<file path="src/rtl/fft_pkg.sv">
// fft_pkg: shared FSM state type, bit-reverse helper and port-width helpers for the FFT sequencer
package fft_pkg;
    typedef enum logic [2:0] {IDLE, RUN, DRAIN, DONE, LOAD} state_e;
    function automatic int stage_w(input int log2n);
        return $clog2(log2n);
    endfunction
    function automatic int tw_w(input int log2n);
        return log2n - 1;
    endfunction
    // reverses the low w bits of x; bits above w come back zero
    function automatic logic [9:0] bitrev(input logic [9:0] x, input int w);
        logic [9:0] r;
        r = '0;
        for (int i = 0; i < w; i++) r = {r[8:0], 1'(x >> i)};
        return r;
    endfunction
endpackage

</file>
<file path="src/rtl/fft_wb_delay.sv">
// fft_wb_delay: DEPTH-cycle shift of {valid, addr_a, addr_b} that turns a butterfly read into its write-back
//   clk, clr_n (async active-low clear of every stage)
//   rd_valid/rd_a/rd_b in, wr_valid/wr_a/wr_b out DEPTH cycles later
module fft_wb_delay #(
    parameter int DEPTH = 2,
    parameter int AW    = 5
) (
    input  logic          clk,
    input  logic          clr_n,
    input  logic          rd_valid,
    input  logic [AW-1:0] rd_a,
    input  logic [AW-1:0] rd_b,
    output logic          wr_valid,
    output logic [AW-1:0] wr_a,
    output logic [AW-1:0] wr_b
);
    localparam int W = 2 * AW + 1;
    localparam int SW = DEPTH * W;
    logic [SW-1:0] sr;
    // newest entry in the low W bits, oldest falls off the top
    always_ff @(posedge clk or negedge clr_n) begin
        if (!clr_n) sr <= '0;
        else sr <= SW'({sr, rd_valid, rd_a, rd_b});
    end
    assign {wr_valid, wr_a, wr_b} = sr[SW-1 -: W];
endmodule

</file>
<file path="src/rtl/fft_seq_ctrl.sv">
// fft_seq_ctrl: address/stage sequencer for one in-place radix-2 DIT FFT of N = 2**LOG2N points
//   clk, clr_n (async active-low reset), start (sampled in IDLE only), halt (freezes issue in RUN)
//   busy, done (one-cycle pulse), rd_valid/addr_a/addr_b/tw_idx/stage (one butterfly per cycle)
//   wr_valid/wr_addr_a/wr_addr_b (the issue stream delayed by BF_LAT for write-back)
//   FFT_BITREV_EN: adds an N-cycle LOAD phase before RUN with ld_valid/ld_addr (bit-reversed order)
module fft_seq_ctrl
    import fft_pkg::*;
#(
    parameter int LOG2N  = 5,
    parameter int BF_LAT = 2
) (
    input  logic                          clk,
    input  logic                          clr_n,
    input  logic                          start,
    input  logic                          halt,
    output logic                          busy,
    output logic                          done,
    output logic                          rd_valid,
    output logic [LOG2N-1:0]              addr_a,
    output logic [LOG2N-1:0]              addr_b,
    output logic [tw_w(LOG2N)-1:0]        tw_idx,
    output logic [stage_w(LOG2N)-1:0]     stage,
    output logic                          wr_valid,
    output logic [LOG2N-1:0]              wr_addr_a,
    output logic [LOG2N-1:0]              wr_addr_b
`ifdef FFT_BITREV_EN
    ,
    output logic                          ld_valid,
    output logic [LOG2N-1:0]              ld_addr
`endif
);
    localparam int JW = LOG2N - 1;
    localparam int TW = tw_w(LOG2N);
    localparam int SW = stage_w(LOG2N);
    localparam int DW = BF_LAT > 1 ? $clog2(BF_LAT) : 1;
`ifdef FFT_BITREV_EN
    localparam state_e FIRST = LOAD;
    logic [LOG2N-1:0] l, l_nxt;
`else
    localparam state_e FIRST = RUN;
`endif
    state_e state, state_nxt;
    logic [SW-1:0] s, s_nxt;
    logic [JW-1:0] j, j_nxt;
    logic [DW-1:0] d, d_nxt;
    logic [LOG2N-1:0] span, pos, grp, a_nxt, b_nxt;
    logic [TW-1:0] tw_nxt;

    always_ff @(posedge clk or negedge clr_n) begin
        if (!clr_n) begin
            state <= IDLE;
            s <= '0;
            j <= '0;
            d <= '0;
`ifdef FFT_BITREV_EN
            l <= '0;
`endif
        end else begin
            state <= state_nxt;
            s <= s_nxt;
            j <= j_nxt;
            d <= d_nxt;
`ifdef FFT_BITREV_EN
            l <= l_nxt;
`endif
        end
    end

    always_comb begin
        state_nxt = state;
        s_nxt = s;
        j_nxt = j;
        d_nxt = '0;
`ifdef FFT_BITREV_EN
        l_nxt = l;
`endif
        case (state)
            IDLE: if (start) begin
                state_nxt = FIRST;
                s_nxt = '0;
                j_nxt = '0;
            end
`ifdef FFT_BITREV_EN
            LOAD: if (!halt) begin
                l_nxt = l + LOG2N'(1);
                state_nxt = l == '1 ? RUN : LOAD;
            end
`endif
            // j wraps naturally at N/2-1 since it is exactly LOG2N-1 bits wide
            RUN: if (!halt) begin
                j_nxt = j + JW'(1);
                state_nxt = j == '1 ? DRAIN : RUN;
            end
            // wait for the last write-back of this stage before the next stage reads it
            DRAIN: if (d == DW'(BF_LAT - 1)) begin
                state_nxt = s == SW'(LOG2N - 1) ? DONE : RUN;
                s_nxt = s == SW'(LOG2N - 1) ? s : s + SW'(1);
            end else begin
                d_nxt = d + DW'(1);
            end
            default: state_nxt = IDLE;
        endcase
    end

    always_comb begin
        busy = state != IDLE;
        done = state == DONE;
        rd_valid = state == RUN && !halt;
`ifdef FFT_BITREV_EN
        ld_valid = state == LOAD;
        ld_addr = LOG2N'(bitrev(10'(l), LOG2N));
`endif
    end

    // address of the butterfly that will be presented in the next cycle
    always_comb begin
        span = LOG2N'(1) << s_nxt;
        pos = LOG2N'(j_nxt) & (span - LOG2N'(1));
        grp = LOG2N'(j_nxt) >> s_nxt;
        a_nxt = (grp << (int'(s_nxt) + 1)) | pos;
        b_nxt = a_nxt + span;
        tw_nxt = TW'(pos << (LOG2N - 1 - int'(s_nxt)));
    end

    // loading on the transition into RUN keeps addresses aligned with rd_valid and frozen under halt
    always_ff @(posedge clk or negedge clr_n) begin
        if (!clr_n) begin
            addr_a <= '0;
            addr_b <= '0;
            tw_idx <= '0;
        end else if (state_nxt == RUN) begin
            addr_a <= a_nxt;
            addr_b <= b_nxt;
            tw_idx <= tw_nxt;
        end
    end

    assign stage = s;

    fft_wb_delay #(.DEPTH(BF_LAT), .AW(LOG2N)) u_wb (
        .clk(clk),
        .clr_n(clr_n),
        .rd_valid(rd_valid),
        .rd_a(addr_a),
        .rd_b(addr_b),
        .wr_valid(wr_valid),
        .wr_a(wr_addr_a),
        .wr_b(wr_addr_b)
    );
endmodule

</file>
<file path="config.mk">
export PLATFORM = sky130hd
export DESIGN_NAME = fft_seq_ctrl
export DESIGN_NICKNAME = d
export VERILOG_FILES = /design/src/rtl/fft_pkg.sv /design/src/rtl/fft_wb_delay.sv /design/src/rtl/fft_seq_ctrl.sv
export SDC_FILE = /design/constraint.sdc
export NUM_CORES = 1
export LEC_CHECK = 0
export CORE_ASPECT_RATIO = 0.6
export CORE_MARGIN = 1
export CORE_UTILIZATION = 45
export DETAILED_ROUTE_END_ITERATION = 6
export DONT_BUFFER_PORTS = 1
export GPL_TIMING_DRIVEN = 0
export SKIP_CTS_REPAIR_TIMING = 1
export SLEW_MARGIN = 10
export SYNTH_ARGS = -nofsm -noshare
export SYNTH_HDL_FRONTEND = slang
export SYNTH_SLANG_ARGS = --single-unit
</file>
<file path="constraint.sdc">
create_clock -name clk -period 7.5 [get_ports clk]
set_input_delay 1.125 -clock clk [delete_from_list [all_inputs] [get_ports clk]]
set_output_delay 1.125 -clock clk [all_outputs]
set_load 0.02 [all_outputs]
</file>
==> impl_metrics.ini, run 1 <==
[run_status]
outcome = complete, no violations

[global_routing]
grt.met2_usage_pct = 27.48
use_met3_pct = 4.608
grt_antenna_before_repair = 0
grt_use_met1_pct = 31.94
first_global_vias = 1752
grt_max_degree = 48
grt_pass1_wl_mm = 9.114
grt_overflow = 0
grt.busiest_layer = met1
grt_use_total_pct = 20.25

[timing]
finalSetupViolCount = 0
maxSlewHeadroom_pct = 47.70
fin_skew_ps = 5.135
fin_crit_ps = 4679
rsz0062_at_grt = false
tns_ps = 0
finalHoldViolations = 0
fin_crit_sh_pct = 62.39
fmax_ghz = 0.2137
slew_violations = 0
tightest_slew_ps = 782.4

[worst_setup_path]
cp_data_required_time_ps = 7680
reg2regPathDepth = 19
start_kind = flip-flop
crit_path_max_fanout = 11
cp.arrival_ps = 4860
crit_type = flip-flop to flip-flop
r2r-end = addr_b[4]
r2r-start = stage[0]
regToRegSetupSlack_ps = 2820
end_kind = flip-flop

[cells_and_area]
final_cell_area_sq_mm = 0.002779
areaGrowthSynthToFinish_pct = 8.236
fillers = 466
final_common_cell = dfrtp_1
mostFrequentLayoutCells = dfrtp_1 (47), nand2_1 (23), ha_1 (15), nor2_1 (14), a21oi_1 (13)
fin_nets = 285
diodes = 0
drive_gt1_share_pct = 13.16

[run]
drv_cap = 0

[pwr]
ir_worst_vdd_v = 0.00009322
power_mw = 0.5935
p_per_area_mw_per_mm2 = 213.6
p_leak_nw = 1.297

[min_path]
hold_depth = 0
min-delay-path-class = flip-flop to flip-flop
hp-start = u_wb.sr[3]
hold_end = u_wb.sr[14]

[drt]
dr_total_vias = 1895
viasPerCell = 5.525
wire_per_inst_um = 15.64
firstDrtPassIters = 4
drc = 0
drt_iter0_drc = 127
drt-total-wl_mm = 5.366
ant_nets = 0

[synth]
syn-mean-instance-area_sq_um = 9.951
syn_area_sq_mm = 0.002567
synth.distinct_cells = 63
ys_ff_latch = 47
yosysWarnings = 0
synth_nets = 278
synth_seq_area_share_pct = 45.81
ys_async_sr_fraction_pct = 100.0
synth_edf_count = 0
synth-main-ff-cell = dfrtp_1
netlist_instances = 258

[clock_network]
cts_made_buffers = 5
root_buffer = clkbuf_8
htreeDepth = 2
cts_buffer_depth = 2
cts_tree = yes
clock_sinks = 47
clkTransAtPathRegs_ps = 90
clock_latency_ps = 300

[place]
dp_hpwl_mm = 4.013
dpl_cell_area_sq_mm = 0.002664
gp_congestion = 0.8700
place.port_buffers = 0

[die]
rows = 20
fp.coreArea_sq_mm = 0.005280
die_area_sq_mm = 0.006022
initial_utilization_pct = 48.63
fp.dieW_um = 99.52
fp.dieH_um = 60.51
num_io_pins = 35
[Yosys cell counts, drive strengths merged, types with 4 or more instances]
cell type   n  area share [%]
buf        16             4.1
nand3       7             1.4
nand2      23             3.4
inv        14             2.0
nor2b       7             1.7
dfrtp      47              46
a31oi       5             1.2
a21oi      14             2.9
and2        4            0.97
ha         15             7.3
xor2        4             1.4
nor2       15             2.3
o21ai      20             3.9
nor4        4            0.97
[state kept, by name (all words and copies together) (netlist names)]
name / count
u_wb.sr: 22
addr_a: 5
addr_b: 5
j: 4
tw_idx: 4
stage: 3
state: 3
d: 1
[layout make-up]
type,instances,area (sq um),share of cell area (%)
Multi-Input combinational cell,177,1212,43.63
Clock inverter,3,46.29,1.666
Clock buffer,5,68.82,2.476
Buffer,19,117.6,4.232
Sequential cell,47,1176,42.32
Inverter,15,61.31,2.206
Tap cell,77,96.34,3.467
[metrics by stage]
step	hold slack (ps)	util [%]	instances	setup WS, ps
global route	355.7	52.63	343	2425
global placement	332.3	50.45	335	2898
CTS	350.1	52.63	343	2912
detailed placement	334.7	50.45	335	2890
finish	349.7	52.63	343	2821
floorplan	331.2	-	258	3464
[layer usage]
layer	up-vias	routed length, um
met5	-	0
met4	0	37
met3	4	405
met2	65	2042
met1	908	2881
li1	918	-
[worst max-delay path by stage]
stage | to | startpoint | slack, ps | cells past startpoint
final | addr_b[4] | stage[0] | 2820 | 19
after global routing | addr_b[4] | stage[0] | 2430 | 19
after CTS | addr_b[4] | stage[0] | 2910 | 19
after detailed placement | addr_b[4] | start | 2890 | 17
after global placement | addr_b[4] | start | 2900 | 17
after floorplan | addr_b[4] | start | 3460 | 17
[power by group]
part | total, mW | switching [mW] | leakage, nW | internal (mW)
sequential | 0.324 | 0.0354 | 0.618 | 0.289
combinational | 0.0785 | 0.0451 | 0.625 | 0.0334
clock | 0.191 | 0.0902 | 0.0548 | 0.100
total | 0.593 | 0.171 | 1.30 | 0.423
[cell families after synthesis]
family,share of synthesized area [%]
mux,1.413
fa+ha+maj,8.090
other cells,0.1461
compound gates,16.57
buf+inv,6.969
flops,45.81
xor+xnor,2.047
simple gates,18.96
[critical path, cell delays in order (launching register included)]
cell and delay (ps):
dfrtp_1 590, inv_1 130, ha_1 270, a21boi_1 300, nand4_1 210, nand3_1 420, inv_2 130, ha_1 250
ha_1 280, inv_1 120, ha_1 250, nor2b_1 370, a21oi_1 170, fa_1 450, inv_1 70, a21o_1 100
a21oi_1 70, xnor2_1 170, xnor2_1 130, o21ai_1 70
Note: power is estimated with default switching activity, not from simulation.
==> run 2, diff against run 1 <==
==> constraint.sdc (replaced) <==
create_clock -name clk -period 4 [get_ports clk]
set_input_delay 0.6 -clock clk [delete_from_list [all_inputs] [get_ports clk]]
set_output_delay 0.6 -clock clk [all_outputs]
set_load 0.02 [all_outputs]
==> impl_metrics.ini, run 2 (synthesis gave the netlist of run 1 again) <==
[run_status]
outcome = complete, no violations

[drt]
drt-total-wl_mm = 5.829
wire_per_inst_um = 16.33
dr_total_vias = 1962
drc = 0
viasPerCell = 5.496
firstDrtPassIters = 4
ant_nets = 0
drt_iter0_drc = 154

[worst_setup_path]
cp.arrival_ps = 3990
crit_type = flip-flop to flip-flop
end_kind = flip-flop
slowest_stage = dfrtp_2
cp_data_required_time_ps = 4190
crit_path_max_fanout = 7
path_depth = 19
crit_top_cell = ha_4
critical_path_buf_inv_count = 3
path_cells = inv_2 > ha_1 > a21bo_2 > nand3_1 > nand3_4 > inv_2 > ha_4 > ha_4 > inv_1 > ha_4 > xor2_2 > o22ai_1 > a31o_1 > ha_1 > a21o_1 > a21oi_2 > xnor2_1 > xnor2_1 > o21ai_1
slowest_delay_ps = 510
reg2regPathDepth = 19
cp_top_family = adder cells
start_kind = flip-flop

[timing]
slew_violations = 0
fin_skew_ps = 12.21
fmax_ghz = 0.2637
maxSlewHeadroom_pct = 48.21
fin_ws_ps = 207.3
tightest_slew_ps = 774.9
fin_crit_sh_pct = 94.82
finalHoldViolations = 0
fin_crit_ps = 3793
finalSetupViolCount = 0
tns_ps = 0

[place]
post-place-cells = 335
place.port_buffers = 0
dp_hpwl_mm = 4.013
dp_slack_ps = -544.7
gp_congestion = 0.8700

[cells_and_area]
seqCellArea_sq_mm = 0.001179
largest_reg_flops = 22
reg_top3 = u_wb.sr: 22 flops, addr_a: 5 flops, addr_b: 5 flops
fin_nets = 299
multiInputGateArea_sq_mm = 0.001325
regMostFlops = u_wb.sr
areaGrowthSynthToFinish_pct = 18.08
mostFrequentLayoutCells = dfrtp_1 (45), buf_4 (25), nand2_1 (21), nor2_1 (13), o21ai_0 (12)
fillers = 452
drive_gt1_share_pct = 25.00
instances_no_fill = 357
diodes = 0
final_common_cell = dfrtp_1

[die]
die_area_sq_mm = 0.006022
rows = 20
initial_utilization_pct = 48.63
fp.dieW_um = 99.52
num_io_pins = 35
fp.coreArea_sq_mm = 0.005280
fp.dieH_um = 60.51

[global_routing]
grt_overflow = 0
grt_max_degree = 48
grt_use_total_pct = 20.25
use_met3_pct = 4.608
grt_antenna_before_repair = 0
grt.busiest_layer = met1
grt.met2_usage_pct = 27.48
grt_use_met1_pct = 31.94
first_global_vias = 1752
grt_pass1_wl_mm = 9.114

[pwr]
p_per_area_mw_per_mm2 = 374.5
p_leak_nw = 1.392
ir_worst_vdd_v = 0.0001731

[clock_network]
clock_latency_ps = 310
clock_sinks = 47
cts_buffer_depth = 2
clkTransAtPathRegs_ps = 100
htreeDepth = 2
cts_tree = yes
root_buffer = clkbuf_8
cts_made_buffers = 5

[min_path]
min-delay-path-class = input pin to async pin

[run]
drv_cap = 0
-- run 2: area by class of cell --
| cell class | instances | area share, % |
|---|---|---|
| sequential | 47 | 38.88 |
| inverter | 15 | 2.105 |
| buffer | 18 | 3.962 |
| clock inverter | 3 | 1.527 |
| multi-input combinational | 177 | 43.71 |
| timing repair buffer | 15 | 4.375 |
| tap | 77 | 3.178 |
| clock buffer | 5 | 2.270 |
-- run 2: final timing paths --
path	startpoint	end	slack [ps]
worst max register to register	stage[0]	addr_b[4]	210
worst min-delay path	clr_n	addr_a[3]	120
min in group clk	u_wb.sr[3]	u_wb.sr[14]	350
worst min register to register	u_wb.sr[3]	u_wb.sr[14]	350
max in group asynchronous	clr_n	stage[1]	3660
worst max-delay path	stage[0]	addr_b[4]	210
-- run 2: through the flow --
stage / utilization, % / total power [mW] / cell area [sq um] / hold WS (ps)
after floorplan: - / 0.7364 / 2567 / 304.4
after global placement: 50.45 / 0.7649 / 2664 / 305.5
after detailed placement: 50.45 / 0.7670 / 2664 / 305.6
after CTS: 52.63 / 1.128 / 2779 / -34.81
after global routing: 57.42 / 1.189 / 3032 / 127.1
final: 57.42 / 1.135 / 3032 / 123.2
-- run 2: power breakdown --
group	switching (mW)	internal, mW
clock	0.177	0.189
sequential	0.0665	0.541
combinational	0.0956	0.0658
-- run 2: per-layer routing --
metal	part of all wire [%]	routed length (um)	up-vias
met3	7.5	437	7
met5	0	0	-
met4	1.0	59	0
met2	40	2340	63
met1	51	2992	954
li1	-	-	938
==> run 3, diff against run 2 <==
--- a/config.mk
+++ b/config.mk
@@ -5,7 +5,7 @@
 export SDC_FILE = /design/constraint.sdc
 export NUM_CORES = 1
 export LEC_CHECK = 0
-export CORE_ASPECT_RATIO = 0.6
+export CORE_ASPECT_RATIO = 0.7
 export CORE_MARGIN = 1
 export CORE_UTILIZATION = 45
 export DETAILED_ROUTE_END_ITERATION = 6
@@ -15,4 +15,5 @@
 export SLEW_MARGIN = 10
 export SYNTH_ARGS = -nofsm -noshare
 export SYNTH_HDL_FRONTEND = slang
+export SYNTH_HIERARCHICAL = 1
 export SYNTH_SLANG_ARGS = --single-unit
==> impl_metrics.ini, run 3 <==
[worst_setup_path]
crit_path_max_fanout = 6
r2r-end = addr_b[4]
path_cells = inv_2 > ha_4 > a21bo_2 > or4b_4 > nand3_4 > buf_8 > ha_4 > ha_4 > nand2_4 > or4_4 > o21ai_2 > ha_2 > inv_2 > fa_2 > inv_2 > a21o_1 > a21oi_1 > xor2_1 > a31o_1 > a31oi_1
critical_path_buf_inv_count = 4
crit_type = flip-flop to flip-flop
slowest_delay_ps = 520
cp_top_family = simple AND/OR/NAND/NOR gates
cp.arrival_ps = 4260
slowest_stage = or4_4
start_kind = flip-flop
end_kind = flip-flop
regToRegSetupSlack_ps = -30
reg2regPathDepth = 20
cp_data_required_time_ps = 4230
r2r-start = stage[0]

[clock_network]
htreeDepth = 2
cts_tree = yes
clkTransAtPathRegs_ps = 90
cts_made_buffers = 5
clock_sinks = 47
root_buffer = clkbuf_8
clock_latency_ps = 310
cts_buffer_depth = 2

[place]
gp_congestion = 0.8616
dp_slack_ps = -342.4
place.port_buffers = 0
dp_hpwl_mm = 3.529
post-place-cells = 310

[global_routing]
grt_pass1_wl_mm = 8.148
first_global_vias = 1638
grt_use_total_pct = 18.22
grt_antenna_before_repair = 0
grt_max_degree = 48
grt.met2_usage_pct = 24.34
grt_overflow = 0
grt_use_met1_pct = 27.62
use_met3_pct = 5.476
grt.busiest_layer = met1

[synth]
synth.top_cell.area_share_pct = 47.24
netlist_instances = 238
ys_ff_latch = 47
synth-main-ff-cell = dfrtp_1
synth.largest_area_cell = dfrtp_1
synthTopCellsByCount = dfrtp_1 (47), nand2_1 (21), inv_1 (18), ha_1 (15), o21ai_0 (15)
synth.distinct_cells = 65
synth_edf_count = 0
netlist_top_cells_area = dfrtp_1 (47%), ha_1 (7.5%), buf_4 (3.3%)
synth.most_common_cell = dfrtp_1
syn_area_sq_mm = 0.002490
syn-mean-instance-area_sq_um = 10.46
synth_seq_area_share_pct = 47.24
ys_async_sr_fraction_pct = 100.0
synth_nets = 258
yosysWarnings = 6

[drt]
viasPerCell = 5.369
drt-total-wl_mm = 5.215
dr_total_vias = 1788
drc = 0
ant_nets = 0
firstDrtPassIters = 4
wire_per_inst_um = 15.66
drt_iter0_drc = 131

[pwr]
p_per_area_mw_per_mm2 = 393.0
internal_power_mw = 0.8214
sequentialPowerShare_pct = 52.4
clock_power_share_pct = 32.4
p_leak_nw = 1.387
p_sw_mw = 0.3317
ir_worst_vdd_v = 0.0001512
swShare_pct = 28.76
comb_power_share_pct = 15.2

[timing]
slew_violations = 0
rsz0062_at_grt = true
finalSetupViolCount = 1
fin_crit_sh_pct = 100.7
fin_crit_ps = 4027
maxSlewHeadroom_pct = 51.33
finalHoldViolations = 0
fmax_ghz = 0.2483
fin_skew_ps = 4.588
fin_ws_ps = -27.07
tightest_slew_ps = 724.5

[cells_and_area]
largest_reg_flops = 22
reg_top3 = u_wb/sr: 22 flops, addr_a: 5 flops, addr_b: 5 flops
regMostFlops = u_wb/sr
mostFrequentLayoutCells = dfrtp_1 (45), buf_4 (26), nand2_1 (19), o21ai_0 (14), inv_1 (13)
drive_gt1_share_pct = 32.18
areaGrowthSynthToFinish_pct = 17.84
instances_no_fill = 333
fin_nets = 280
diodes = 0
final_common_cell = dfrtp_1

[run_status]
outcome = complete, but fails checks
violations = negative setup slack

[min_path]
min-delay-path-class = input pin to async pin

[die]
fp.dieW_um = 90.91
fp.coreArea_sq_mm = 0.005285
die_area_sq_mm = 0.005839
rows = 22
initial_utilization_pct = 47.11
num_io_pins = 35
fp.dieH_um = 64.24

[run]
drv_cap = 0
run 3: cell count changes after synthesis, moves of 3 or more:
cell     delta
nor2b_1     -5
buf_6       +3
buf_2       -3
inv_1       +6
a21oi_1     -5
o21ai_0     +3
nor2_1      -4
o21ai_1     -6
run 3: layout make-up:
cell class | count | area (sq um)
Clock inverter | 2 | 38.79
Inverter | 20 | 75.07
Tap cell | 72 | 90.09
Fill cell | 485 | 2351
Sequential cell | 47 | 1179
Clock buffer | 6 | 82.58
Buffer | 18 | 136.4
Timing Repair Buffer | 16 | 140.1
Multi-Input combinational cell | 152 | 1192
run 3: cells by family (layout without fill, tap and decap cells):
logic type	count (synthesis)	count (layout)	synth area share [%]
muxes	5	5	2.161
buffers and inverters	39	62	8.492
adders and majority gates	16	16	8.342
AOI/OAI and AO/OA	53	53	15.53
xor gates and xnor gates	5	5	2.061
other	1	1	0.1506
DFF	47	47	47.24
and+or+nand+nor	72	72	16.03
run 3: power by group through the flow:
stage / Combinational [mW] / Sequential [mW] / Clock (mW)
2_1_floorplan: 0.140 / 0.605 / 0
3_3_place_gp: 0.161 / 0.614 / 0
3_5_place_dp: 0.162 / 0.616 / 0
4_1_cts: 0.162 / 0.607 / 0.380
5_1_grt: 0.192 / 0.614 / 0.400
6_report: 0.176 / 0.604 / 0.373
run 3: routing by layer:
metal	routed length, um	share of wire (%)	vias up
li1	-	-	863
met5	0	0	-
met4	60	1.2	0
met2	2093	40	63
met3	372	7.1	7
met1	2688	52	855
run 3: stage by stage:
stage          hold slack [ps]  setup TNS, ps  total power, mW  util [%]  cell area [sq um]
6_report                 124.4         -27.07            1.153     55.52               2934
5_1_grt                  132.3         -189.7            1.207     55.52               2934
4_1_cts                 -32.33         -369.5            1.149     51.18               2705
3_5_place_dp             305.4         -342.4           0.7778     48.89               2584
3_3_place_gp             305.3         -323.7           0.7750     48.89               2584
2_1_floorplan            304.4              0           0.7450         -               2494
run 3: how the worst max path moves through the flow:
stage / start / to / slack [ps] / cells after the start
final: stage[0] / addr_b[4] / -30 / 20
after global routing: stage[0] / addr_b[4] / -190 / 20
after CTS: stage[0] / addr_b[4] / -370 / 20
after detailed placement: stage[0] / addr_b[4] / -340 / 20
after global placement: stage[0] / addr_b[4] / -320 / 20
after floorplan: stage[0] / addr_b[4] / 7 / 19
